===== src/rtl/orcs_mem_loader.sv =====
// Boot loader: framed byte stream -> 16-bit words in main memory; holds the core in reset until done.
// Optional trailing XOR checksum byte enabled by defining ORCS_LOADER_CHECKSUM_EN.
module orcs_mem_loader #(
  parameter int unsigned MEM_WORDS = 1024,
  parameter int unsigned ADDR_W    = 10
) (
  input  logic              clk,
  input  logic              reset_n,
  input  logic [7:0]        rx_data,
  input  logic              rx_valid,
  output logic              rx_ready,
  output logic [ADDR_W-1:0] mem_address,
  output logic [15:0]       mem_data,
  output logic              mem_clken,
  output logic              mem_wren,
  output logic              cpu_reset_n,
  output logic              load_done,
  output logic              load_error
);

  typedef enum logic [2:0] {
    StCntLo, StCntHi, StWLo, StWHi, StWrite, StCheck, StDone, StError
  } state_e;

  localparam logic [15:0] MaxWords = 16'(MEM_WORDS);

  state_e      state_q, state_d;
  logic        active_q;
  logic [10:0] idx_q, idx_d;
  logic [10:0] last_q, last_d;
  logic [7:0]  lo_q, lo_d;
  logic [7:0]  hi_q, hi_d;
  logic [15:0] count;
  logic        xfer;
`ifdef ORCS_LOADER_CHECKSUM_EN
  logic [7:0]  csum_q, csum_d;
`endif

  // active_q keeps rx_ready low during the cycle that follows a reset edge.
  assign rx_ready = active_q &&
                    (state_q inside {StCntLo, StCntHi, StWLo, StWHi, StCheck});
  assign xfer        = rx_valid && rx_ready;
  assign count       = {rx_data, lo_q};
  assign mem_address = idx_q[ADDR_W-1:0];
  assign mem_data    = {hi_q, lo_q};

  always_comb begin
    state_d     = state_q;
    idx_d       = idx_q;
    last_d      = last_q;
    lo_d        = lo_q;
    hi_d        = hi_q;
    mem_clken   = 1'b0;
    mem_wren    = 1'b0;
    load_done   = 1'b0;
    load_error  = 1'b0;
    cpu_reset_n = 1'b0;
`ifdef ORCS_LOADER_CHECKSUM_EN
    csum_d      = csum_q;
    if (xfer && state_q != StCheck) csum_d = csum_q ^ rx_data;
`endif
    unique case (state_q)
      StCntLo: if (xfer) begin
        lo_d    = rx_data;
        state_d = StCntHi;
      end
      StCntHi: if (xfer) begin
        if (count > MaxWords) begin
          state_d = StError;
        end else if (count == 16'd0) begin
`ifdef ORCS_LOADER_CHECKSUM_EN
          state_d = StCheck;
`else
          state_d = StDone;
`endif
        end else begin
          last_d  = 11'(count - 16'd1);
          state_d = StWLo;
        end
      end
      StWLo: if (xfer) begin
        lo_d    = rx_data;
        state_d = StWHi;
      end
      StWHi: if (xfer) begin
        hi_d    = rx_data;
        state_d = StWrite;
      end
      StWrite: begin
        mem_clken = 1'b1;
        mem_wren  = 1'b1;
        idx_d     = idx_q + 11'd1;
        if (idx_q == last_q) begin
`ifdef ORCS_LOADER_CHECKSUM_EN
          state_d = StCheck;
`else
          state_d = StDone;
`endif
        end else begin
          state_d = StWLo;
        end
      end
      StCheck: begin
`ifdef ORCS_LOADER_CHECKSUM_EN
        if (xfer) state_d = (rx_data == csum_q) ? StDone : StError;
`else
        state_d = StError;
`endif
      end
      StDone: begin
        load_done   = 1'b1;
        cpu_reset_n = 1'b1;
      end
      StError: load_error = 1'b1;
    endcase
  end

  always_ff @(posedge clk) begin
    if (!reset_n) begin
      state_q  <= StCntLo;
      active_q <= 1'b0;
      idx_q    <= '0;
      last_q   <= '0;
      lo_q     <= '0;
      hi_q     <= '0;
`ifdef ORCS_LOADER_CHECKSUM_EN
      csum_q   <= '0;
`endif
    end else begin
      state_q  <= state_d;
      active_q <= 1'b1;
      idx_q    <= idx_d;
      last_q   <= last_d;
      lo_q     <= lo_d;
      hi_q     <= hi_d;
`ifdef ORCS_LOADER_CHECKSUM_EN
      csum_q   <= csum_d;
`endif
    end
  end

endmodule


===== config.mk =====
export PLATFORM = sky130hd
export DESIGN_NAME = orcs_mem_loader
export DESIGN_NICKNAME = d
export VERILOG_FILES = /design/src/rtl/orcs_mem_loader.sv
export SDC_FILE = /design/constraint.sdc
export NUM_CORES = 1
export LEC_CHECK = 0
export ABC_AREA = 1
export CORE_MARGIN = 3
export CORE_UTILIZATION = 35
export CTS_CLUSTER_SIZE = 14
export DETAILED_ROUTE_END_ITERATION = 6
export PLACE_DENSITY = 0.59
export SYNTH_ARGS = -nofsm -noshare
export SYNTH_HDL_FRONTEND = slang
export SYNTH_SLANG_ARGS = --single-unit

===== constraint.sdc =====
create_clock -name clk -period 2.3 [get_ports clk]
set_clock_uncertainty 0.15 [all_clocks]
set_input_delay 0.345 -clock clk [delete_from_list [all_inputs] [get_ports clk]]
set_output_delay 0.345 -clock clk [all_outputs]
set_load 0.05 [all_outputs]

==> results of run 1 <==
==> registers in the layout (all words and copies together), names as in the netlist <==
name,cells
active_q,1
hi_q,8
idx_q,11
last_q,11
lo_q,8
state_q,3
==> metrics by stage <==
step | instances | util, % | area (um^2) | setup WS [ns]
after floorplan | 353 | - | 2371 | 0.3041
after global placement | 460 | 43.20 | 2790 | 0.2823
after detailed placement | 460 | 43.20 | 2790 | 0.2034
after CTS | 468 | 44.91 | 2900 | 0.1844
after global routing | 468 | 44.91 | 2900 | 0.1251
final | 468 | 44.91 | 2900 | 0.1957
==> logic make-up (layout without fill, tap and decap cells) <==
group                    after synthesis  after routing
AND/OR/NAND/NOR                      180            180
buffers and inverters                 63            101
AO/OA/AOI/OAI                         56             56
flip-flops                            42             42
XOR/XNOR                               9              9
adder cells (fa/ha/maj)                3              3
==> worst register-to-register path, stage by stage (launching register included) <==
cell,delay [ns]
dfxtp_1,0.32
inv_1,0.20
ha_1,0.21
nand2_2,0.07
nor2_4,0.14
nand2_2,0.09
nand2_4,0.11
nand3_4,0.19
nor2_1,0.17
nor2_1,0.06
==> where the power goes <==
group,leakage (uW),switching (uW),internal (uW)
Clock,0.0000575,268,304
Combinational,0.000854,186,97.7
Sequential,0.000340,22.1,744
Total,0.00125,476,1140
==> synth_stat cells, types with 5 or more instances <==
cell type   n
xnor2_1     6
nand3_1    15
inv_1      43
nor2_1     44
nand4_1    15
nor2_2      5
nand2_2     7
o21ai_0    24
nand2_1    78
buf_4      13
dfxtp_1    42
a21oi_1    24
nor3_1      9
==> worst max-delay path by stage <==
stage / end / slack [ns] / cells after the start
global route: mem_address[6] / 0.13 / 1
CTS: mem_address[2] / 0.18 / 1
finish: mem_data[2] / 0.20 / 1
global placement: last_q[9] / 0.28 / 10
detailed placement: last_q[7] / 0.20 / 10
floorplan: load_done / 0.30 / 3
==> layer usage <==
metal  up-vias  share of wire [%]  GRT usage [%]
met5         -                  0              0
met4         0                1.7          4.945
met3        14                5.8          5.214
met2        62                 46          28.01
met1      1012                 47          21.20
li1       1199                  -              -
==> layout make-up <==
cell class	count	area share [%]
tap	77	3.322
sequential	42	28.99
timing repair buffer	48	15.53
clock buffer	8	3.796
multi-input combinational	248	42.54
inverter	45	5.824
==> key figures, run 1 <==
Timing
  – Slew Viols, Final: 0
  – RSZ-0062 raised after global routing: no
  – Final setup violation count: 0
  – Slew margin rel.: 65.11%
  – TNS Setup: 0 ns
  – Final Hold Viols: 0
  – Max frequency: 475.2 MHz
  – Crit share post-route: 91.49%
  – Fin crit period: 2.104 ns
  – Worst hold slack: 0.3330 ns
  – Actual slew at the worst max-slew pin: 0.5217 ns

Layout
  – Commonest non-fill, non-tap cell in the layout: nand2_1
  – Multi-input logic area: 0.001234 mm^2
  – Layout cell share with drive strength beyond 1: 10.74%
  – Commonest non-fill, non-tap cells in the layout: nand2_1, nor2_1, inv_1, dfxtp_1, clkdlybuf4s50_1
  – Nets: 404
  – Fill count: 699
  – Register area: 840.8 um^2
  – # diodes: 0
  – Syn-to-layout area delta: 22.32%

Worst setup path
  – Critical Path Slowest Stage Cell: clkdlybuf4s50_1
  – Largest stage delay on the critical path: 0.86 ns
  – Data required, critical path: 1.80 ns
  – Worst r2r src: lo_q[0]
  – Crit-path max FO: 5
  – Crit path DAT: 1.61 ns
  – CP delay by family, top: buffers and inverters
  – Worst setup SP type: flip-flop
  – Worst Setup SP: lo_q[2]
  – CP Buf/Inv Count: 1
  – Critical path, cell by cell: clkdlybuf4s50_1
  – CP endpoint kind: primary output
  – Worst R2R Path Depth: 9
  – Reg2reg end: last_q[7]
  – R2r setup slk: 0.51 ns
  – Critical path class: reg -> out

Global route
  – Largest net degree at the start of global routing: 32
  – Vias in the first global route: 2234
  – First-pass GRT wire length: 10.33 mm
  – Tot GR Track Use: 16.91%
  – Grt ovf: 0
  – Initial antenna violation count: 0

Synthesis
  – Post-synthesis adder-cell area fraction: 1.583%
  – Post-synthesis simple-gate area fraction: 34.56%
  – Post-Synth XOR/XNOR Area: 3.325%
  – Post-Syn Area: 0.002371 mm^2
  – Mapped Cells: 353
  – Syn nets: 367
  – Synth Area in Compound Gates: 12.56%
  – Synth area leader: dfxtp_1
  – FFs w/ async S/R, synth: 0%
  – Top cells by area, synth: dfxtp_1, nand2_1, nor2_1
  – Seq/Total Area, Yosys: 35.46%
  – Post-synthesis mux area share: 0%
  – EDFF count, synth: 0
  – Synth top area share: 35.46%
  – Syn Area/Cell: 6.717 um^2
  – Unique cell type count in the Yosys netlist: 31
  – Synth Flop Type: dfxtp_1
  – Yosys warning count: 0
  – FF+latch count, synth: 42
  – Largest family of logic cells by synthesized area: simple AND/OR/NAND/NOR gates

Min path
  – Worst Hold Path Cells: 2
  – Hold path start: last_q[5]
  – Worst hold path type: reg -> reg
  – Hold endpoint: last_q[5]

Routing
  – Total number of vias: 2287
  – DRT Pass-1 Iters: 4
  – Routed Antenna Nets: 0
  – Final WL: 5.927 mm
  – DRT iter0 DRCs: 108
  – Mean routed wirelength per cell: 12.66 um
  – Drt drc: 0
  – Drt via density: 4.887

Place
  – Hpwl dp: 4.436 mm
  – GPL Wtd Cong: 0.8815
  – IO buf count: 42

Power
  – Peak supply drop: 284.3 uV
  – PD cells: 558.9 mW/mm^2
  – Pleak: 0.001252 uW
  – Overall power: 1621 uW

Clock tree
  – Clk slew on worst S/H paths: 0.09 ns
  – Worst-skew pair later-pin latency: 0.30 ns
  – H-tree Lvls: 2
  – Root Driver: clkbuf_8
  – CTS tree: built
  – # hold bufs at CTS: 0
  – Clock tree buffer depth: 2
  – Setup bufs post-CTS: 0
  – Post-cts sizing count: 0
  – TritonCTS buffer count: 5
  – Clock Sink Count: 42

Die
  – Core area: 0.006459 mm^2
  – Num ports: 43
  – Die width: 88.31 um
  – DIE HEIGHT: 88.31 um
  – Initial Utilization: 36.71%
  – Row count: 29
  – Die Footprint: 0.007798 mm^2

Run
  – # Max-Cap Violations: 0

Status
  – Status: finished clean
(Power assumes the default switching activity.)
==> inputs of run 2 (changes only) <==
--- a/config.mk
+++ b/config.mk
@@ -11,6 +11,7 @@
 export CTS_CLUSTER_SIZE = 14
 export DETAILED_ROUTE_END_ITERATION = 6
 export PLACE_DENSITY = 0.59
+export SKIP_CTS_REPAIR_TIMING = 1
 export SYNTH_ARGS = -nofsm -noshare
 export SYNTH_HDL_FRONTEND = slang
 export SYNTH_SLANG_ARGS = --single-unit
==> results of run 2 <==
No change in the layout: final DEF, timing and power equal those of run 1.
==> inputs of run 3 (changes only) <==
--- a/config.mk
+++ b/config.mk
@@ -6,6 +6,7 @@
 export NUM_CORES = 1
 export LEC_CHECK = 0
 export ABC_AREA = 1
+export CORE_ASPECT_RATIO = 1.25
 export CORE_MARGIN = 3
 export CORE_UTILIZATION = 35
 export CTS_CLUSTER_SIZE = 14
==> key figures, run 3 (synthesized netlist as in run 1, its figures left out) <==
Status
  – Status: finished clean

Layout
  – Layout Utilization: 45.66%
  – Commonest non-fill, non-tap cells in the layout: nand2_1, nor2_1, inv_1, dfxtp_1, clkdlybuf4s50_1
  – Commonest non-fill, non-tap cell in the layout: nand2_1
  – Nets: 404
  – Fin area: 0.002907 mm^2
  – Largest regs: idx_q: 11 flops, last_q: 11 flops
  – Syn-to-layout area delta: 22.59%
  – Layout cell share with drive strength beyond 1: 10.23%
  – # diodes: 0
  – Fill count: 669

Place
  – GPL Wtd Cong: 0.8980
  – Post-DP Area: 0.002800 mm^2
  – IO buf count: 42
  – Hpwl dp: 4.474 mm

Die
  – Num ports: 43
  – Core area: 0.006366 mm^2
  – Initial Utilization: 37.24%
  – Row count: 32
  – DIE HEIGHT: 98.02 um
  – Die Footprint: 0.007804 mm^2
  – Die width: 79.62 um

Global route
  – Largest net degree at the start of global routing: 32
  – Vias in the first global route: 2094
  – Grt ovf: 0
  – Tot GR Track Use: 15.80%
  – First-pass GRT wire length: 9.729 mm
  – Initial antenna violation count: 0

Power
  – PD cells: 567.3 mW/mm^2
  – Peak supply drop: 283.3 uV
  – Overall power: 1649 uW
  – Pleak: 0.001247 uW

Run
  – # Max-Cap Violations: 0

Worst setup path
  – Crit path DAT: 1.61 ns
  – Crit-path max FO: 5
  – Critical path class: reg -> out
  – Worst setup SP type: flip-flop
  – Largest stage delay on the critical path: 0.85 ns
  – CP endpoint kind: primary output
  – Critical Path Slowest Stage Cell: clkdlybuf4s50_1
  – CP Buf/Inv Count: 1
  – Data required, critical path: 1.80 ns
  – Critical path, cell by cell: clkdlybuf4s50_1
  – CP delay by family, top: buffers and inverters

Clock tree
  – H-tree Lvls: 2
  – CTS tree: built
  – Clk slew on worst S/H paths: 0.09 ns
  – TritonCTS buffer count: 5
  – Clock tree buffer depth: 2
  – Clock Sink Count: 42
  – Root Driver: clkbuf_8
  – Worst-skew pair later-pin latency: 0.30 ns

Timing
  – Final setup violation count: 0
  – RSZ-0062 raised after global routing: no
  – TNS Setup: 0 ns
  – Fin crit period: 2.105 ns
  – Slew Viols, Final: 0
  – Slew margin rel.: 64.85%
  – Final Hold Viols: 0
  – Actual slew at the worst max-slew pin: 0.5266 ns
  – Max frequency: 475.2 MHz
  – Crit share post-route: 91.50%

Routing
  – Mean routed wirelength per cell: 12.39 um
  – Drt via density: 4.754
  – Final WL: 5.896 mm
  – Routed Antenna Nets: 0
  – DRT Pass-1 Iters: 5
  – DRT iter0 DRCs: 67
  – Drt drc: 0
  – Total number of vias: 2263

Min path
  – Worst hold path type: reg -> reg
==> run 3: cell types whose count changed in the layout (fill, tap and decap cells not counted) <==
| cell | delta |
|---|---|
| clkbuf_8 | -3 |
| clkbuf_1 | +2 |
| bufinv_16 | +1 |
==> run 3: stage by stage <==
stage | setup slack, ns | instances | hold slack [ns]
after floorplan | 0.3041 | 353 | 0.2227
after global placement | 0.2430 | 468 | 0.3222
after detailed placement | 0.2191 | 468 | 0.3273
after CTS | 0.1804 | 476 | 0.3425
after global routing | 0.1177 | 476 | 0.3587
final | 0.1955 | 476 | 0.3377
==> run 3: layout make-up <==
class,count,area (um^2),share of cell area (%)
clock buffers,7,76.32,2.626
clock inverters,1,30.03,1.033
inverters,45,168.9,5.811
multi-input cells,248,1234,42.44
flip-flops and latches,42,840.8,28.93
well taps,85,106.4,3.659
repair buffers,48,450.4,15.50
==> run 3: report_power, final <==
group / switching, uW / internal, uW / leakage, uW
logic: 189 / 98.2 / 0.000854
clock network: 272 / 325 / 0.0000524
registers: 21.4 / 744 / 0.000340
total: 482 / 1170 / 0.00125
==> run 3: final timing paths <==
check	startpoint	endpoint	slack, ns	cells past startpoint
worst max-delay path	lo_q[2]	mem_data[2]	0.20	1
worst min-delay path	last_q[5]	last_q[5]	0.34	2
worst max register to register	lo_q[0]	last_q[9]	0.47	9
worst min register to register	last_q[5]	last_q[5]	0.34	2
==> run 3: per-layer routing <==
layer / vias up / track usage, % / wire (um)
met4: 0 / 6.614 / 163
met2: 53 / 25.98 / 2862
li1: 1196 / - / -
met1: 1002 / 19.50 / 2614
met5: - / 0 / 0
met3: 12 / 3.782 / 256
